$ cat src/rtl/serial_to_para_if.sv
// Handshake bundle for serial_to_para: word input side, block output side and
// the synchronous clear.
interface serial_to_para_if;
   logic         clear;
   logic         in_valid;
   logic         in_ready;
   logic [31:0]  in_word;
   logic         block_valid;
   logic         block_ready;
   logic [511:0] block;
   logic [3:0]   word_cnt;

   modport master (
      output clear, in_valid, in_word, block_ready,
      input  in_ready, block_valid, block, word_cnt
   );

   modport slave (
      input  clear, in_valid, in_word, block_ready,
      output in_ready, block_valid, block, word_cnt
   );
endinterface

$ cat src/rtl/serial_to_para.sv
// Packs 16 32-bit message words into a 512-bit SHA-256 block (word 0 in the MSBs).
// Optional SERIAL_TO_PARA_BYPASS_EN lets the first word of the next block enter in the consume cycle.
module serial_to_para (
   input  logic              clk,
   input  logic              rst,
   serial_to_para_if.slave   bus
);

   localparam logic [0:0] COLLECT = 1'b0;
   localparam logic [0:0] FULL    = 1'b1;

   logic [0:0]   state;
   logic [3:0]   cnt_q;
   logic [511:0] block_q;
   logic [8:0]   slot_lsb;
   logic         accept;
   logic         consume;

   // Slot k occupies [511-32k -: 32], whose LSB is 32*(15-k).
   assign slot_lsb = {~cnt_q, 5'd0};
   assign consume  = (state == FULL) && bus.block_ready;

`ifdef SERIAL_TO_PARA_BYPASS_EN
   assign bus.in_ready = (state == COLLECT) || consume;
`else
   assign bus.in_ready = (state == COLLECT);
`endif

   assign accept          = bus.in_valid && bus.in_ready;
   assign bus.block_valid = (state == FULL);
   assign bus.block       = block_q;
   assign bus.word_cnt    = cnt_q;

   // In FULL the counter is 0, so a bypass accept lands in slot 0 via the same path.
   always_ff @(posedge clk or posedge rst) begin
      if (rst) begin
         state   <= COLLECT;
         cnt_q   <= '0;
         block_q <= '0;
      end else if (bus.clear) begin
         state <= COLLECT;
         cnt_q <= '0;
      end else begin
         if (accept) begin
            block_q[slot_lsb +: 32] <= bus.in_word;
            cnt_q                   <= cnt_q + 4'd1;
         end
         case (state)
            COLLECT: if (accept && (cnt_q == 4'd15)) state <= FULL;
            FULL:    if (consume) state <= COLLECT;
            default: state <= COLLECT;
         endcase
      end
   end

endmodule

$ cat src/flat_wrapper.sv
// flat-port wrapper written by rule: the top's interface ports become plain ports
module serial_to_para_flat 
  (clk, rst, bus_clear, bus_in_valid, bus_in_word, bus_block_ready, bus_in_ready, bus_block_valid, bus_block, bus_word_cnt);
  serial_to_para_if bus_i ();
  input  logic clk;
  input  logic rst;
  input wire logic [$bits(bus_i.clear)-1:0] bus_clear;
  input wire logic [$bits(bus_i.in_valid)-1:0] bus_in_valid;
  input wire logic [$bits(bus_i.in_word)-1:0] bus_in_word;
  input wire logic [$bits(bus_i.block_ready)-1:0] bus_block_ready;
  output wire logic [$bits(bus_i.in_ready)-1:0] bus_in_ready;
  output wire logic [$bits(bus_i.block_valid)-1:0] bus_block_valid;
  output wire logic [$bits(bus_i.block)-1:0] bus_block;
  output wire logic [$bits(bus_i.word_cnt)-1:0] bus_word_cnt;
  assign bus_i.clear = bus_clear;
  assign bus_i.in_valid = bus_in_valid;
  assign bus_i.in_word = bus_in_word;
  assign bus_i.block_ready = bus_block_ready;
  assign bus_in_ready = bus_i.in_ready;
  assign bus_block_valid = bus_i.block_valid;
  assign bus_block = bus_i.block;
  assign bus_word_cnt = bus_i.word_cnt;
  serial_to_para u_core (.clk(clk), .rst(rst), .bus(bus_i));
endmodule
$ cat config.mk
export PLATFORM = sky130hd
export DESIGN_NAME = serial_to_para_flat
export DESIGN_NICKNAME = d
export VERILOG_FILES = /design/src/rtl/serial_to_para_if.sv /design/src/rtl/serial_to_para.sv /design/src/flat_wrapper.sv
export SDC_FILE = /design/constraint.sdc
export NUM_CORES = 1
export LEC_CHECK = 0
export ABC_AREA = 1
export ABC_CLOCK_PERIOD_IN_PS = 44100
export CAP_MARGIN = 20
export CORE_AREA = 2 2 215 217
export CTS_CLUSTER_SIZE = 40
export DETAILED_ROUTE_END_ITERATION = 8
export DIE_AREA = 0 0 217 219
export GPL_ROUTABILITY_DRIVEN = 0
export HOLD_SLACK_MARGIN = 0.02
export PLACE_DENSITY = 0.77
export SETUP_SLACK_MARGIN = 0.15
export SYNTH_ARGS = -nofsm -noshare
export SYNTH_HDL_FRONTEND = slang
export SYNTH_SLANG_ARGS = --single-unit
$ cat constraint.sdc
create_clock -name clk -period 44.1 [get_ports clk]
set_clock_uncertainty 0.1 [all_clocks]
set_input_delay 11.025 -clock clk [delete_from_list [all_inputs] [get_ports clk]]
set_output_delay 11.025 -clock clk [all_outputs]
set_load 0.01 [all_outputs]
==> summary.txt <==
Synth
  – Post-Syn Nets: 2542
  – Ys Warns: 0
  – Mapped cell area: 21000 sq um
  – Sequential share of the synthesized area: 61.6%
  – Commonest cells in the netlist: nand2_1, dfrtp_1, nand3_1
  – Largest cells by area after synthesis: dfrtp_1, nand2_1, nand3_1
  – FF+latch count, synth: 517
  – Synth Instances: 2502
  – Post-synth EDFFs: 0
  – Synth top area share: about 60%
  – Synth unique cells: 22
  – Most frequent cell after synthesis: nand2_1
  – Average size of a mapped cell: 8.39 sq um
  – Asr flop ratio synth: 100%
  – Most area-hungry cell type in the Yosys netlist: dfrtp_1
  – Dominant synthesized flop cell: dfrtp_1

Worst setup path
  – Data required, critical path: 44.54 ns
  – Worst EP arrival: between 10 and 15 ns
  – Worst Path Buf+Inv: 2
  – Critical Path End Type: flop
  – Worst-path cell chain: clkdlybuf4s50_1, nand2_1, nor2_2, nand3_2, nor2_4, buf_4, nand3_1, nand2_1
  – R2R setup slack: 38.62 ns
  – Slowest cell on the critical path: buf_4
  – Setup CP Type: primary input to flop
  – FF-to-FF End: u_core.bus.block[145]
  – Critical path depth: 8
  – Family with the most delay on the worst path: simple AND/OR/NAND/NOR gates
  – R2r startpoint: u_core.bus.word_cnt[0]
  – Launch point of the critical path: bus_in_valid
  – Largest stage delay, worst path: 0.76 ns
  – CP Max Fanout: between 80 and 90
  – Startpoint types: primary input
  – Capture point of the worst path: u_core.bus.block[209]
  – R2r worst-path depth: 11
  – Most frequent CP cell: nand2_1

CTS
  – Num CTS Buffers: 52
  – Clock sink count: 517
  – CTS tree: done
  – Setup Fix Bufs, Post-CTS: 0
  – Worst-path clk slew: 0.06 ns
  – CTS resizes: 0
  – Longest Clk Path Bufs: 3
  – H-tree levels: 2
  – Clk root buf: clkbuf_16
  – CTS Hold Bufs: 0
  – Clk_lat worst skew: 0.61 ns

Floorplanning
  – Top Ports: 555
  – Die width: 217 um
  – Chip height: 219 um
  – Row cnt: 78
  – Initial core utilization: between 40 and 50%
  – Core Region: 45100 sq um
  – Die ar.: 47500 sq um

Global routing
  – Antenna violations before repair: 0
  – Grt total ovfl: 0
  – Gr usage total: about a third
  – First-pass GRT wire length: 120000 um
  – Number of global-route vias before repair: between 15000 and 20000
  – Pin count of the biggest net entering global routing: 196

Power
  – Switching Share: between 20 and 30%
  – Peak supply drop: 0.0000257 V
  – Share of total power in combinational logic: 15.2%
  – Pint: around 0.00086 W
  – Clock power share: 39.7%
  – Leakage: 15.0 nW
  – Sequential share of power: 45.1%
  – Pwr dens: just over 40 nW/um^2
  – Sw Pwr: roughly 0.00032 W

Routing
  – Initial DRC count: 2405
  – Routed WL: 81800 um
  – Residual DRC: 0
  – Routed length per instance: 22.4 um
  – DR vias: 20000
  – First-pass detailed-route iteration total: 6
  – Routed vias/inst: 5.49
  – Final antenna-violating net count: 0

Placement
  – IO buf count: about 550
  – Detailed Place HPWL: between 50000 and 60000 um
  – DP Area: 27000 sq um

Layout
  – Storage cell area: 12900 sq um
  – Share of cells above drive strength 1: 5.58%
  – Layout net count: between 3000 and 4000
  – Final core occ: about 64%
  – Antenna Diode Count: 0
  – Fill cell count: 3679
  – P&R area growth vs syn: 38.2%
  – Post-route cell area: 29000 sq um
  – Multi-input logic area: 7140 sq um

Min path
  – Worst hold path class: flop to flop

Timing
  – Final Hold Fails: 0
  – Final Slew Violations: 0
  – # setup viols final: 0
  – Crit share post-route: 31.2%
  – Worst Tran Pin Value: 1.20 ns
  – Max-slew headroom: 19.7%
  – Final TNS setup: 0 ns
  – Crit path time final: 13.77 ns
  – Unrepaired setup endpoints after global routing: false
  – Max Clk Rate: 0.0726 GHz

Outcome
  – Status: finished clean

Run
  – Max_cap viols: 0
## layout by cell type (no fill, tap or decap)
master and count:
buf_12 2, buf_16 5, buf_4 40, buf_8 1, bufinv_16 6, clkbuf_1 5
clkbuf_16 54, clkbuf_8 10, clkdlybuf4s50_1 554, clkinv_1 1, clkinv_2 16, clkinv_4 3
clkinvlp_4 3, dfrtp_1 516, dfrtp_2 1, ha_1 3, inv_1 69, inv_2 9
inv_6 2, inv_8 1, nand2_1 1272, nand2_2 4, nand3_1 133, nand3_2 3
nand4_1 26, nor2_1 103, nor2_2 9, nor2_4 1, nor3_1 32, o21ai_0 132
o21ai_1 30, o22ai_1 2, o32ai_1 1
## power groups by stage
stage	Combinational [W]	Clock [W]	Sequential (W)
final	0.000179	0.000468	0.000531
after global routing	0.000192	0.000490	0.000533
after CTS	0.000177	0.000470	0.000531
after detailed placement	0.000177	0	0.000538
after global placement	0.000173	0	0.000538
after floorplan	0.0000566	0	0.000548
## sequential cells by signal, indices dropped and copies added, names as in the netlist
name                    flops
u_core.bus.block          512
u_core.bus.block_valid      1
u_core.bus.word_cnt         4
## worst min path at each step
stage                               start                     to  cells past startpoint
floorplan           u_core.bus.block[128]  u_core.bus.block[128]                      2
global placement    u_core.bus.block[463]  u_core.bus.block[463]                      2
detailed placement  u_core.bus.block[250]  u_core.bus.block[250]                      2
CTS                 u_core.bus.block[249]  u_core.bus.block[249]                      2
global route        u_core.bus.block[432]  u_core.bus.block[432]                      2
finish              u_core.bus.block[303]  u_core.bus.block[303]                      2
## worst register-to-register path: stages (launching register included)
cell and delay (ns):
dfrtp_2 0.35, buf_4 0.61, clkinv_1 0.81, buf_8 0.40
ha_1 0.72, inv_2 0.18, nand3_1 0.14, inv_2 0.54
nand2_1 0.76, nor2_1 0.60, nand2_1 0.10, nand2_1 0.09
## kinds of logic (layout without fill, tap and decap cells)
kind of cell | after synthesis | count (layout) | share of synthesized area [%]
AOI/OAI and AO/OA | 165 | 165 | 3.96
adders and majority gates | 3 | 3 | 0.179
buffers and inverters | 234 | 781 | 4.52
and+or+nand+nor | 1583 | 1583 | 29.7
DFF | 517 | 517 | 61.6
## per-layer routing
metal	GRT usage (%)	wire (um)	up-vias
met5	0	0	-
li1	-	-	8796
met4	17.9	5060	0
met1	44.7	31500	9781
met3	8.30	8280	245
met2	51.7	37000	1220
## cell type report
type / count / area share [%]
tap: 600 / 2.59
sequential: 517 / 44.6
inverter: 80 / 1.06
clock buffer: 68 / 5.11
multi-input combinational: 1751 / 24.6
clock inverter: 30 / 1.13
timing repair buffer: 603 / 20.9
## through the flow
stage | worst slack [ns] | std cells | hold WS, ns | total power (W)
finish | 30.33 | 3649 | 0.370 | 0.00118
global placement | 29.63 | 3543 | 0.354 | 0.000711
CTS | 30.14 | 3642 | 0.373 | 0.00118
global route | 30.14 | 3649 | 0.390 | 0.00122
floorplan | 18.53 | 2502 | 0.409 | 0.000604
detailed placement | 29.56 | 3544 | 0.357 | 0.000714
Note: power is estimated with default switching activity, not from simulation.
==> RTL change, RTL diff (config.mk and constraints unchanged) <==
Add a define of `SERIAL_TO_PARA_BYPASS_EN`.
--- a/src/rtl/serial_to_para.sv
+++ b/src/rtl/serial_to_para.sv
@@ -1,4 +1,6 @@
 // Packs 16 32-bit message words into a 512-bit SHA-256 block (word 0 in the MSBs).
 // Optional SERIAL_TO_PARA_BYPASS_EN lets the first word of the next block enter in the consume cycle.
+`define SERIAL_TO_PARA_BYPASS_EN
+
 module serial_to_para (
    input  logic              clk,
Check against the original RTL: not settled (the Yosys comparison gave no result); the edit may change what the design does.
==> RTL change against the original RTL <==
Synthesized area is 1.9% higher; routed wire length shrank 0.72%; die area stayed put; power is 1.1% lower; cell area about the same; non-clock buffer count decreased by 2; sequential share of layout area barely moved; sequential cell count stayed put; sequential power about the same; worst setup slack got worse by 9.6 ns; register-to-register slack improved by 0.76 ns; critical path type is now in -> out.
==> RTL change: results <==
metrics = {
    "place": {
        "dpl_cell_area_um2": 27200,
        "dp_hpwl_mm": 53.5,
        "pre_cts_ws_ns": 20.74,
    },
    "power_and_ir_drop": {
        "power_leakage_nw": 14.6,
        "powerClk_uw": 452,
        "share_seq_of_total_power_pct": 45.5,
        "seq_cell_power_uw": 529,
        "p_int_uw": 845,
    },
    "min_path": {
        "whs_endpoint": "u_core.bus.block[493]",
        "min_from": "u_core.bus.block[493]",
    },
    "worst_setup_path": {
        "r2r_cells": 10,
        "path_delay_family": "buffers and inverters",
        "worst_path_max_delay_cell": "clkdlybuf4s50_1",
        "r2r_slack_ns": 39.38,
        "slowest_delay_ns": 0.58,
        "crit_end": "bus_in_ready",
        "crit_start": "bus_block_ready",
        "critPathArrivalTime_ns": 12.26,
        "r2r_end": "u_core.bus.block[202]",
        "crit_fanout": 5,
    },
    "layout": {
        "fillerInstances": 3683,
        "drive_gt1_share_pct": 5.09,
        "fin_nets": 2946,
        "finalNonFillerCells": 3549,
        "diodes": 0,
    },
    "logic_synthesis": {
        "ys_top_cells_by_area": "dfrtp_1, nand2_1, nand3_1",
        "ys_types": 23,
        "ys_seq_area_share_pct": 60.5,
        "netlist_instances": 2468,
        "synthTopCellsByCount": "nand2_1, dfrtp_1, nand3_1",
        "synth_fa_ha_area_share_pct": 0.175,
        "async_flop_share_pct": 100,
    },
    "routing": {
        "wl_met3_mm": 8.60,
        "wl_met2_mm": 37.7,
        "vias_per_cell": 5.67,
        "wire_per_inst_um": 22.9,
        "drt-initial-drc-count": 2476,
    },
    "grt": {
        "antenna_found_initial": 1,
        "grt_pass1_vias": 19639,
        "grt_pass1_wl_mm": 121,
        "grt_max_degree": 178,
    },
    "cts": {
        "cts_made_buffers": 53,
        "cts_root_buf": "clkbuf_16",
    },
    "sta": {
        "whs_ns": 0.369,
        "worst_pin_slew_ns": 1.10,
        "fin_crit_ns": 23.39,
    },
    "outcome": {
        "outcome": "finished clean",
    },
}
## RTL change: final cells by class
cell class	count	area [um2]	share of cell area (%)
Clock buffer	83	1600	5.52
Clock inverter	15	146	0.505
Timing Repair Buffer	601	5950	20.5
Sequential cell	517	12900	44.6
Tap cell	600	751	2.59
Inverter	109	419	1.45
Multi-Input combinational cell	1624	7200	24.8
## RTL change: per-layer routing
| layer | global-route usage (%) | vias up |
|---|---|---|
| met3 | 9.76 | 223 |
| met5 | 0 | - |
| met1 | 42.5 | 9860 |
| li1 | - | 8838 |
| met2 | 53.5 | 1192 |
| met4 | 16.6 | 0 |
## RTL change: worst register-to-register path, stage by stage, from the launching register on
cell	delay (ns)
dfrtp_2	0.34
buf_4	0.57
inv_1	0.28
ha_1	0.38
buf_4	0.39
nand3_1	0.26
nor2_4	0.66
buf_4	0.52
nand3_2	0.72
nand2_1	0.28
nand2_1	0.09
